`src/rtl/pll_lock_monitor_if.sv`:
```
// PLL lock monitor signal bundle: PLL lock in, qualified reset and status out.
interface pll_lock_monitor_if #(
    parameter int W_COUNT = 8
);
    logic               locked_async;
    logic               lock_loss_clear;
    logic               pll_resetb;
    logic               sys_rst_out;
    logic               lock_stable;
    logic [W_COUNT-1:0] lock_loss_count;
    logic [W_COUNT-1:0] retry_count;

    modport master (
        output locked_async,
        output lock_loss_clear,
        input  pll_resetb,
        input  sys_rst_out,
        input  lock_stable,
        input  lock_loss_count,
        input  retry_count
    );

    modport slave (
        input  locked_async,
        input  lock_loss_clear,
        output pll_resetb,
        output sys_rst_out,
        output lock_stable,
        output lock_loss_count,
        output retry_count
    );
endinterface

```
`src/rtl/pll_lock_monitor.sv`:
```
// Qualifies PLL LOCK into a system reset and counts lock losses.
// Define PLL_LOCK_MONITOR_RETRY_EN to enable PLL RESETB retry on lock timeout.
module pll_lock_monitor #(
    parameter int SYNC_STAGES       = 2,
    parameter int LOCK_HOLD_CYCLES  = 1024,
    parameter int RESET_HOLD_CYCLES = 16,
    parameter int TIMEOUT_CYCLES    = 65536,
    parameter int PLL_RST_CYCLES    = 4,
    parameter int W_COUNT           = 8
) (
    input logic               clk,
    input logic               rst,
    pll_lock_monitor_if.slave mon
);

    function automatic int max2(input int a, input int b);
        return (a > b) ? a : b;
    endfunction

    localparam int MAXP = max2(max2(LOCK_HOLD_CYCLES, RESET_HOLD_CYCLES),
                               max2(TIMEOUT_CYCLES, PLL_RST_CYCLES));
    localparam int CW = $clog2(MAXP) + 1;

    localparam logic [CW-1:0] LH_LAST = CW'(LOCK_HOLD_CYCLES - 1);
    localparam logic [CW-1:0] RH_LAST = CW'(RESET_HOLD_CYCLES - 1);

    typedef enum logic [2:0] {
        WAIT_LOCK,
        QUALIFY,
        RELEASE,
        RUN
`ifdef PLL_LOCK_MONITOR_RETRY_EN
        , RESET_PLL
`endif
    } state_t;

`ifdef PLL_LOCK_MONITOR_RETRY_EN
    localparam state_t RST_STATE = RESET_PLL;
    localparam logic [CW-1:0] TO_LAST = CW'(TIMEOUT_CYCLES - 1);
    localparam logic [CW-1:0] PR_LAST = CW'(PLL_RST_CYCLES - 1);
`else
    localparam state_t RST_STATE = WAIT_LOCK;
`endif

    localparam logic [W_COUNT-1:0] CNT_MAX = '1;

    logic [SYNC_STAGES-1:0] sync_q;
    logic                   lock_sync;
    state_t                 state_q;
    state_t                 state_d;
    logic [CW-1:0]          cnt_q;
    logic                   loss;
    logic                   retry_inc;

    assign lock_sync = sync_q[SYNC_STAGES-1];
    assign loss      = (state_q == RUN) && !lock_sync;

    always_ff @(posedge clk) begin
        if (rst) sync_q <= '0;
        else     sync_q <= {sync_q[SYNC_STAGES-2:0], mon.locked_async};
    end

    always_comb begin
        state_d   = state_q;
        retry_inc = 1'b0;
        unique case (state_q)
`ifdef PLL_LOCK_MONITOR_RETRY_EN
            RESET_PLL: begin
                if (cnt_q == PR_LAST) state_d = WAIT_LOCK;
            end
`endif
            WAIT_LOCK: begin
                if (lock_sync) begin
                    state_d = QUALIFY;
`ifdef PLL_LOCK_MONITOR_RETRY_EN
                end else if (cnt_q == TO_LAST) begin
                    state_d   = RESET_PLL;
                    retry_inc = 1'b1;
`endif
                end
            end
            QUALIFY: begin
                if (!lock_sync)          state_d = WAIT_LOCK;
                else if (cnt_q == LH_LAST) state_d = RELEASE;
            end
            RELEASE: begin
                if (!lock_sync)          state_d = WAIT_LOCK;
                else if (cnt_q == RH_LAST) state_d = RUN;
            end
            RUN: begin
                if (!lock_sync) state_d = WAIT_LOCK;
            end
            default: state_d = RST_STATE;
        endcase
    end

    // Shared counter restarts on every state change.
    always_ff @(posedge clk) begin
        if (rst) begin
            state_q <= RST_STATE;
            cnt_q   <= '0;
        end else begin
            state_q <= state_d;
            cnt_q   <= (state_d != state_q) ? '0 : cnt_q + 1'b1;
        end
    end

    always_ff @(posedge clk) begin
        if (rst) begin
            mon.sys_rst_out     <= 1'b1;
            mon.lock_stable     <= 1'b0;
            mon.lock_loss_count <= '0;
        end else begin
            mon.sys_rst_out <= (state_d != RUN);
            mon.lock_stable <= (state_d == RUN);
            if (mon.lock_loss_clear)
                mon.lock_loss_count <= loss ? W_COUNT'(1) : '0;
            else if (loss && mon.lock_loss_count != CNT_MAX)
                mon.lock_loss_count <= mon.lock_loss_count + 1'b1;
        end
    end

`ifdef PLL_LOCK_MONITOR_RETRY_EN
    always_ff @(posedge clk) begin
        if (rst) begin
            mon.pll_resetb  <= 1'b0;
            mon.retry_count <= '0;
        end else begin
            mon.pll_resetb <= (state_d != RESET_PLL);
            if (retry_inc && mon.retry_count != CNT_MAX)
                mon.retry_count <= mon.retry_count + 1'b1;
        end
    end
`else
    assign mon.pll_resetb  = 1'b1;
    assign mon.retry_count = '0;
`endif

endmodule

```
`src/flat_wrapper.sv`:
```
// flat-port wrapper written by rule: the top's interface ports become plain ports
module pll_lock_monitor_flat 
#(
    parameter int SYNC_STAGES       = 2,
    parameter int LOCK_HOLD_CYCLES  = 1024,
    parameter int RESET_HOLD_CYCLES = 16,
    parameter int TIMEOUT_CYCLES    = 65536,
    parameter int PLL_RST_CYCLES    = 4,
    parameter int W_COUNT           = 8
)
  (clk, rst, mon_locked_async, mon_lock_loss_clear, mon_pll_resetb, mon_sys_rst_out, mon_lock_stable, mon_lock_loss_count, mon_retry_count);
  pll_lock_monitor_if #(.W_COUNT(W_COUNT)) mon_i ();
  input logic clk;
  input logic rst;
  input wire logic [$bits(mon_i.locked_async)-1:0] mon_locked_async;
  input wire logic [$bits(mon_i.lock_loss_clear)-1:0] mon_lock_loss_clear;
  output wire logic [$bits(mon_i.pll_resetb)-1:0] mon_pll_resetb;
  output wire logic [$bits(mon_i.sys_rst_out)-1:0] mon_sys_rst_out;
  output wire logic [$bits(mon_i.lock_stable)-1:0] mon_lock_stable;
  output wire logic [$bits(mon_i.lock_loss_count)-1:0] mon_lock_loss_count;
  output wire logic [$bits(mon_i.retry_count)-1:0] mon_retry_count;
  assign mon_i.locked_async = mon_locked_async;
  assign mon_i.lock_loss_clear = mon_lock_loss_clear;
  assign mon_pll_resetb = mon_i.pll_resetb;
  assign mon_sys_rst_out = mon_i.sys_rst_out;
  assign mon_lock_stable = mon_i.lock_stable;
  assign mon_lock_loss_count = mon_i.lock_loss_count;
  assign mon_retry_count = mon_i.retry_count;
  pll_lock_monitor #(.SYNC_STAGES(SYNC_STAGES), .LOCK_HOLD_CYCLES(LOCK_HOLD_CYCLES), .RESET_HOLD_CYCLES(RESET_HOLD_CYCLES), .TIMEOUT_CYCLES(TIMEOUT_CYCLES), .PLL_RST_CYCLES(PLL_RST_CYCLES), .W_COUNT(W_COUNT)) u_core (.clk(clk), .rst(rst), .mon(mon_i));
endmodule
```
`config.mk`:
```
export PLATFORM = sky130hd
export DESIGN_NAME = pll_lock_monitor_flat
export DESIGN_NICKNAME = d
export VERILOG_FILES = /design/src/rtl/pll_lock_monitor_if.sv /design/src/rtl/pll_lock_monitor.sv /design/src/flat_wrapper.sv
export SDC_FILE = /design/constraint.sdc
export NUM_CORES = 1
export LEC_CHECK = 0
export ABC_AREA = 1
export BUFFER_PORTS_ARGS = -buffer_cell sky130_fd_sc_hd__buf_2
export CORE_UTILIZATION = 40
export CTS_CLUSTER_SIZE = 24
export DETAILED_ROUTE_END_ITERATION = 7
export GPL_ROUTABILITY_DRIVEN = 1
export REMOVE_ABC_BUFFERS = 1
export SETUP_SLACK_MARGIN = 0.15
export SLEW_MARGIN = 0
export SYNTH_ARGS = -nofsm -noshare
export SYNTH_HDL_FRONTEND = slang
export SYNTH_SLANG_ARGS = --single-unit
```
`constraint.sdc`:
```
create_clock -name clk -period 5 [get_ports clk]
set_input_delay 0 -clock clk [delete_from_list [all_inputs] [get_ports clk]]
set_output_delay 0 -clock clk [all_outputs]
set_load 0.01 [all_outputs]
```
==> impl_metrics.env, run 1 <==
export IMPL_routabilityCongestion=0.8141
export IMPL_yosysTopAreaCellShare=0.3713
export IMPL_globalRouteOverflowTotal=0
export IMPL_clk_transition_reported_paths_ps=70
export IMPL_drt_pass1_iter_count=4
export IMPL_design_die_area_mm2=0.004580
export IMPL_crit_path_start_kind="register"
export IMPL_total_power_after_layout_mw=0.4911
export IMPL_synthDistinctLibCells=24
export IMPL_kind_of_critical_path="register to register"
export IMPL_die_width_um=67.68
export IMPL_final_max_slew_viol_count=0
export IMPL_first_global_vias=1232
export IMPL_min_period_ps=1742
export IMPL_numPortBuffers=13
export IMPL_max_vdd_ir_drop_mv=0.1314
export IMPL_worstHoldPathCells=4
export IMPL_dp_worst_setup_slack_ps=3258
export IMPL_power_leakage_nw=0.7610
export IMPL_antenna_cells_inserted=0
export IMPL_clock_tree_htree_level_count=2
export IMPL_critical_path_required_ps=5150
export IMPL_initialDrtViolationCount=59
export IMPL_synth_yosys_seq_area_share=0.3713
export IMPL_hold_path_class="input port to register"
export IMPL_remaining_drc_errors=0
export IMPL_floorplan_rows=23
export IMPL_final_setup_worst_slack_ps=3258
export IMPL_rr_endpoint="u_core.cnt_q[12]"
export IMPL_setup_violations_final=0
export IMPL_post_cts_resized=0
export IMPL_holdPathEnd="u_core.mon.lock_loss_count[4]"
export IMPL_synthesis_area_mm2=0.001725
export IMPL_yosys_cell_count_top_type="nor2_1"
export IMPL_maxCapViolCount=0
export IMPL_worstPathArrival_ps=1890
export IMPL_design_portCount=23
export IMPL_layout_nets=256
export IMPL_r2r_start="u_core.cnt_q[0]"
export IMPL_finalCritPeriodShare=0.3484
export IMPL_number_of_clock_buffers_inserted_by_tritoncts=5
export IMPL_top_cell_type_by_total_area_after_synthesis="dfxtp_1"
export IMPL_core_area_mm2=0.004058
export IMPL_post_synth_cell_area_avg_um2=7.469
export IMPL_netlist_top_cells_area="dfxtp_1 (37%), nor2_1 (8.3%), nand2_1 (7.4%)"
export IMPL_hpwl_mm=2.151
export IMPL_initial_cell_density_of_the_core=0.4252
export IMPL_hp_start="mon_lock_loss_clear"
export IMPL_finClkSkew_ps=4.642
export IMPL_rsz0062_at_grt="no"
export IMPL_route_detailed_wl_per_inst_um=9.777
export IMPL_post_cts_buffers=0
export IMPL_clock_insertion_delay_at_the_later_pin_of_the_skew_report_ps=270
export IMPL_reg2reg_setup_slack_ps=3260
export IMPL_timing_critical_path_buf_inv=0
export IMPL_synth_async_reset_ratio=0
export IMPL_drt_wl_total_mm=2.933
export IMPL_yosys_top_cells_count="nor2_1 (38), nand2_1 (34), inv_1 (33)"
export IMPL_fmaxAchievable_mhz=574.1
export IMPL_p_per_area_mw_per_mm2=257.4
export IMPL_synth_edff_count=0
export IMPL_finalHoldViolations=0
export IMPL_cpLargestDelayFamily="simple AND/OR/NAND/NOR gates"
export IMPL_rr_worst_depth=8
export IMPL_via_count=1330
export IMPL_global_route_wire_length_before_repair_mm=5.299
export IMPL_critical_path_cell_chain="ha_1, nand3_4, nor2_4, nand3_2, nand2_2, a21oi_1, nand2_4, nor2_1"
export IMPL_clock_tree_from_tritoncts="built"
export IMPL_setup_tns_ps=0
export IMPL_synthFlopType="dfxtp_1"
export IMPL_critical_path_peak_fanout=17
export IMPL_antenna_left=0
export IMPL_synth_cells=231
export IMPL_proportion_of_layout_cells_with_a_drive_suffix_above_1=0.1960
export IMPL_crit_path_max_incr_delay_ps=400
export IMPL_synthToLayoutAreaGrowth_pct=10.59
export IMPL_dieHeight_um=67.68
export IMPL_number_of_antenna_violations_at_the_first_check_in_global_routing=0
export IMPL_endpoint_kind="register"
export IMPL_status="finished, final reports clean"
export IMPL_number_of_synthesized_register_bits=32
export IMPL_crit_path_top_delay_cell="dfxtp_1"
export IMPL_pin_count_of_the_biggest_net_entering_global_routing=18
export IMPL_grt_use_total=0.1527
export IMPL_clock_sinks=32
export IMPL_cts_max_path_buffers=2
export IMPL_hold_buffers=2
export IMPL_synthesis_yosys_warnings=0
export IMPL_drt_vias_per_instance=4.433
export IMPL_root_driver="clkbuf_8"
==> worst reg2reg max path: cells and delay by family, from the launching register on <==
kind                       cells  cell delay, ps
DFF                            1             400
and+or+nand+nor                6             890
AOI/OAI and AO/OA              1              90
adders and majority gates      1             250
==> through the flow <==
stage | std cells | cell area, µm² | util | hold slack (ps)
6_report | 300 | 1908 | 0.4702 | 33.67
5_1_grt | 300 | 1908 | 0.4702 | 66.29
4_1_cts | 300 | 1908 | 0.4702 | 26.26
3_5_place_dp | 291 | 1792 | 0.4416 | 224.4
3_3_place_gp | 291 | 1792 | 0.4416 | 218.4
2_1_floorplan | 228 | 1664 | - | 69.07
==> power breakdown <==
part | leakage (nW) | total [mW] | switching (mW) | internal, mW
registers | 0.259 | 0.259 | 0.00160 | 0.257
logic | 0.452 | 0.0201 | 0.0149 | 0.00516
clock network | 0.0503 | 0.212 | 0.0899 | 0.123
total | 0.761 | 0.491 | 0.106 | 0.385
==> area by class of cell <==
class                   instances  area (µm²)
clock buffers                   7       96.34
fillers                       418        2150
inverters                      38       142.6
multi-input cells             158       880.8
flip-flops and latches         32       640.6
well taps                      50       62.56
repair buffers                 15       85.08
==> placed cells by master (no fill, tap or decap), drive strengths merged <==
cell type	n
a21oi	5
buf	13
clkbuf	7
conb	10
dfxtp	32
dlygate4sd3	2
ha	2
inv	38
nand2	41
nand3	16
nand4	3
nor2	52
nor3	7
nor4	1
o21ai	6
xnor2	5
xor2	10
==> cell families after synthesis <==
kind of cell | synth area share
AO/OA/AOI/OAI | 0.03191
XOR/XNOR | 0.07614
adder cells (fa/ha/maj) | 0.01450
buffers and inverters | 0.1356
flip-flops | 0.3713
other | 0.004353
AND/OR/NAND/NOR | 0.3662
==> how the worst max path moves through the flow <==
stage / startpoint / cells past startpoint / slack (ps) / endpoint
final: u_core.cnt_q[0] / 8 / 3260 / u_core.cnt_q[12]
after global routing: u_core.cnt_q[0] / 10 / 3050 / u_core.cnt_q[10]
after CTS: u_core.cnt_q[0] / 8 / 3250 / u_core.cnt_q[12]
after detailed placement: u_core.cnt_q[0] / 10 / 3260 / u_core.cnt_q[12]
after global placement: u_core.cnt_q[0] / 10 / 3320 / u_core.cnt_q[11]
after floorplan: u_core.cnt_q[0] / 10 / 3410 / u_core.cnt_q[10]
==> state kept, by name (all words and copies together), names as in the netlist <==
name / count
u_core.state_q: 3
u_core.mon.lock_stable: 1
u_core.mon.sys_rst_out: 1
u_core.cnt_q: 17
u_core.sync_q: 2
u_core.mon.lock_loss_count: 8
==> per-layer routing <==
metal | global-route usage | vias to the layer above | wire length (µm)
li1 | - | 723 | -
met1 | 0.2008 | 585 | 1535
met2 | 0.2401 | 20 | 1286
met3 | 0.04054 | 2 | 89
met4 | 0.04787 | 0 | 21
met5 | 0 | - | 0
Note: power is estimated with default switching activity, not from simulation.
==> run 2: changes to the inputs <==
==> constraint.sdc (replaced) <==
create_clock -name clk -period 1.7 [get_ports clk]
set_input_delay 0 -clock clk [delete_from_list [all_inputs] [get_ports clk]]
set_output_delay 0 -clock clk [all_outputs]
set_load 0.01 [all_outputs]
==> impl_metrics.env, run 2 (synthesis results as in run 1) <==
export IMPL_rr_worst_depth=11
export IMPL_floorplan_rows=23
export IMPL_global_route_wire_length_before_repair_mm=5.188
export IMPL_finalHoldViolations=0
export IMPL_fin_area_mm2=0.002086
export IMPL_design_portCount=23
export IMPL_stdcell_count=311
export IMPL_status="finished, final reports clean"
export IMPL_rsz0062_at_grt="yes"
export IMPL_min_period_ps=1538
export IMPL_finalCritPeriodShare=0.9047
export IMPL_n_fill_cell=385
export IMPL_post_dp_cell_area_mm2=0.001847
export IMPL_hold_path_class="input port to register"
export IMPL_proportion_of_layout_cells_with_a_drive_suffix_above_1=0.2797
export IMPL_p_per_area_mw_per_mm2=694.9
export IMPL_core_area_mm2=0.004058
export IMPL_globalRouteOverflowTotal=0
export IMPL_kind_of_critical_path="register to register"
export IMPL_commonest_non_fill_non_tap_cells_in_the_layout="inv_1 (33), nor2_1 (33), nand2_1 (31), dfxtp_1 (28)"
export IMPL_remaining_drc_errors=0
export IMPL_finClkSkew_ps=11.46
export IMPL_route_detailed_wl_per_inst_um=10.19
export IMPL_endpoint_kind="register"
export IMPL_crit_end="u_core.cnt_q[5]"
export IMPL_first_global_vias=1194
export IMPL_crit_path_start_kind="register"
export IMPL_hpwl_mm=2.308
export IMPL_reg2reg_setup_slack_ps=160
export IMPL_clock_sinks=32
export IMPL_netSwitchingFraction=0.2256
export IMPL_max_vdd_ir_drop_mv=0.5282
export IMPL_critical_path_required_ps=1880
export IMPL_r2r_start="u_core.cnt_q[0]"
export IMPL_reg_largest_list="u_core.cnt_q x17, u_core.mon.lock_loss_count x8, u_core.state_q x3"
export IMPL_pin_count_of_the_biggest_net_entering_global_routing=10
export IMPL_via_count=1379
export IMPL_drt_wl_total_mm=3.170
export IMPL_maxCapViolCount=0
export IMPL_critical_path_peak_fanout=4
export IMPL_largest_register_ff_count=17
export IMPL_numPortBuffers=13
export IMPL_design_die_area_mm2=0.004580
export IMPL_max_flop_register="u_core.cnt_q"
export IMPL_power_leakage_nw=0.8233
export IMPL_initial_cell_density_of_the_core=0.4252
export IMPL_root_driver="clkbuf_8"
export IMPL_clock_network_power_share=0.415
export IMPL_antenna_cells_inserted=0
export IMPL_worstPathArrival_ps=1710
export IMPL_pwr_share_seq=0.526
export IMPL_final_max_slew_viol_count=0
export IMPL_clock_tree_from_tritoncts="built"
export IMPL_fmaxAchievable_mhz=650.2
export IMPL_number_of_clock_buffers_inserted_by_tritoncts=5
export IMPL_cell_internal_pwr_mw=1.122
export IMPL_number_of_antenna_violations_at_the_first_check_in_global_routing=0
export IMPL_power_switching_mw=0.3269
export IMPL_drt_pass1_iter_count=4
export IMPL_die_width_um=67.68
export IMPL_clock_tree_htree_level_count=2
export IMPL_antenna_left=0
export IMPL_setup_violations_final=0
export IMPL_clk_transition_reported_paths_ps=70
export IMPL_layout_nets=266
export IMPL_dieHeight_um=67.68
export IMPL_cts_max_path_buffers=2
export IMPL_post_place_cells=295
export IMPL_drt_vias_per_instance=4.434
export IMPL_crit_path_start="u_core.cnt_q[0]"
export IMPL_clock_insertion_delay_at_the_later_pin_of_the_skew_report_ps=290
export IMPL_rr_endpoint="u_core.cnt_q[5]"
export IMPL_setup_tns_ps=0
export IMPL_routabilityCongestion=0.8400
export IMPL_synthToLayoutAreaGrowth_pct=20.88
export IMPL_grt_use_total=0.1567
export IMPL_initialDrtViolationCount=31
export IMPL_comb_power_share=0.060
==> run 2: worst max-delay path: stages, from the launching register on <==
cell	delay, ps
dfxtp_2	350
ha_4	160
nand3_4	110
inv_2	90
nand2_2	50
nor2_1	90
nand2_1	80
nand2_2	110
nand3_4	70
nand2_4	120
clkbuf_16	170
nor2_4	30
==> run 2: layout make-up <==
type | instances | area (µm²) | share of cell area
Clock buffer | 8 | 90.09 | 0.04319
Inverter | 38 | 142.6 | 0.06839
Multi-Input combinational cell | 158 | 939.7 | 0.4505
Sequential cell | 32 | 645.6 | 0.3095
Tap cell | 50 | 62.56 | 0.02999
Timing Repair Buffer | 25 | 205.2 | 0.09838
==> run 2: power by group through the flow <==
| stage | logic, mW | clock network [mW] | registers (mW) |
|---|---|---|---|
| 2_1_floorplan | 0.0422 | 0 | 0.777 |
| 5_1_grt | 0.0955 | 0.651 | 0.762 |
| 3_5_place_dp | 0.0704 | 0 | 0.776 |
| 4_1_cts | 0.0763 | 0.619 | 0.760 |
| 6_report | 0.0868 | 0.601 | 0.762 |
| 3_3_place_gp | 0.0705 | 0 | 0.776 |
==> run 2: worst min-delay path by stage <==
stage               slack, ps                 from  depth (start not counted)                             to
floorplan                  70                  rst                          1  u_core.mon.lock_loss_count[4]
global placement          200     mon_locked_async                          3               u_core.sync_q[0]
detailed placement        210     mon_locked_async                          3               u_core.sync_q[0]
CTS                        40  mon_lock_loss_clear                          4  u_core.mon.lock_loss_count[4]
global route               70  mon_lock_loss_clear                          4  u_core.mon.lock_loss_count[4]
finish                     40  mon_lock_loss_clear                          4  u_core.mon.lock_loss_count[4]
==> run 2: per-layer routing <==
metal,track usage,wire (µm),vias up
li1,-,-,743
met1,0.1941,1558,604
met2,0.2351,1436,26
met4,0.08777,50,0
met5,0,0,-
met3,0.05236,125,6
==> run 2: timing repair <==
| item | 4_1_cts | 5_1_grt |
|---|---|---|
| resized for setup | 2 | 18 |
| hold endpoints to repair | 4 | 0 |
| hold buffers | 3 | 0 |
| gates cloned | 0 | 1 |
| buffers inserted | 1 | 3 |
| setup endpoints to repair | 12 | 26 |
| pin swaps | 2 | 10 |
==> run 2: through the flow <==
stage	worst slack [ps]	utilization	hold WS [ps]	total power [mW]
floorplan	111.2	-	69.07	0.8188
global placement	165.7	0.4551	203.7	0.8468
detailed placement	130.6	0.4551	208.9	0.8467
CTS	155.3	0.4878	38.77	1.455
global route	59.07	0.5140	74.35	1.508
finish	161.9	0.5140	44.89	1.449
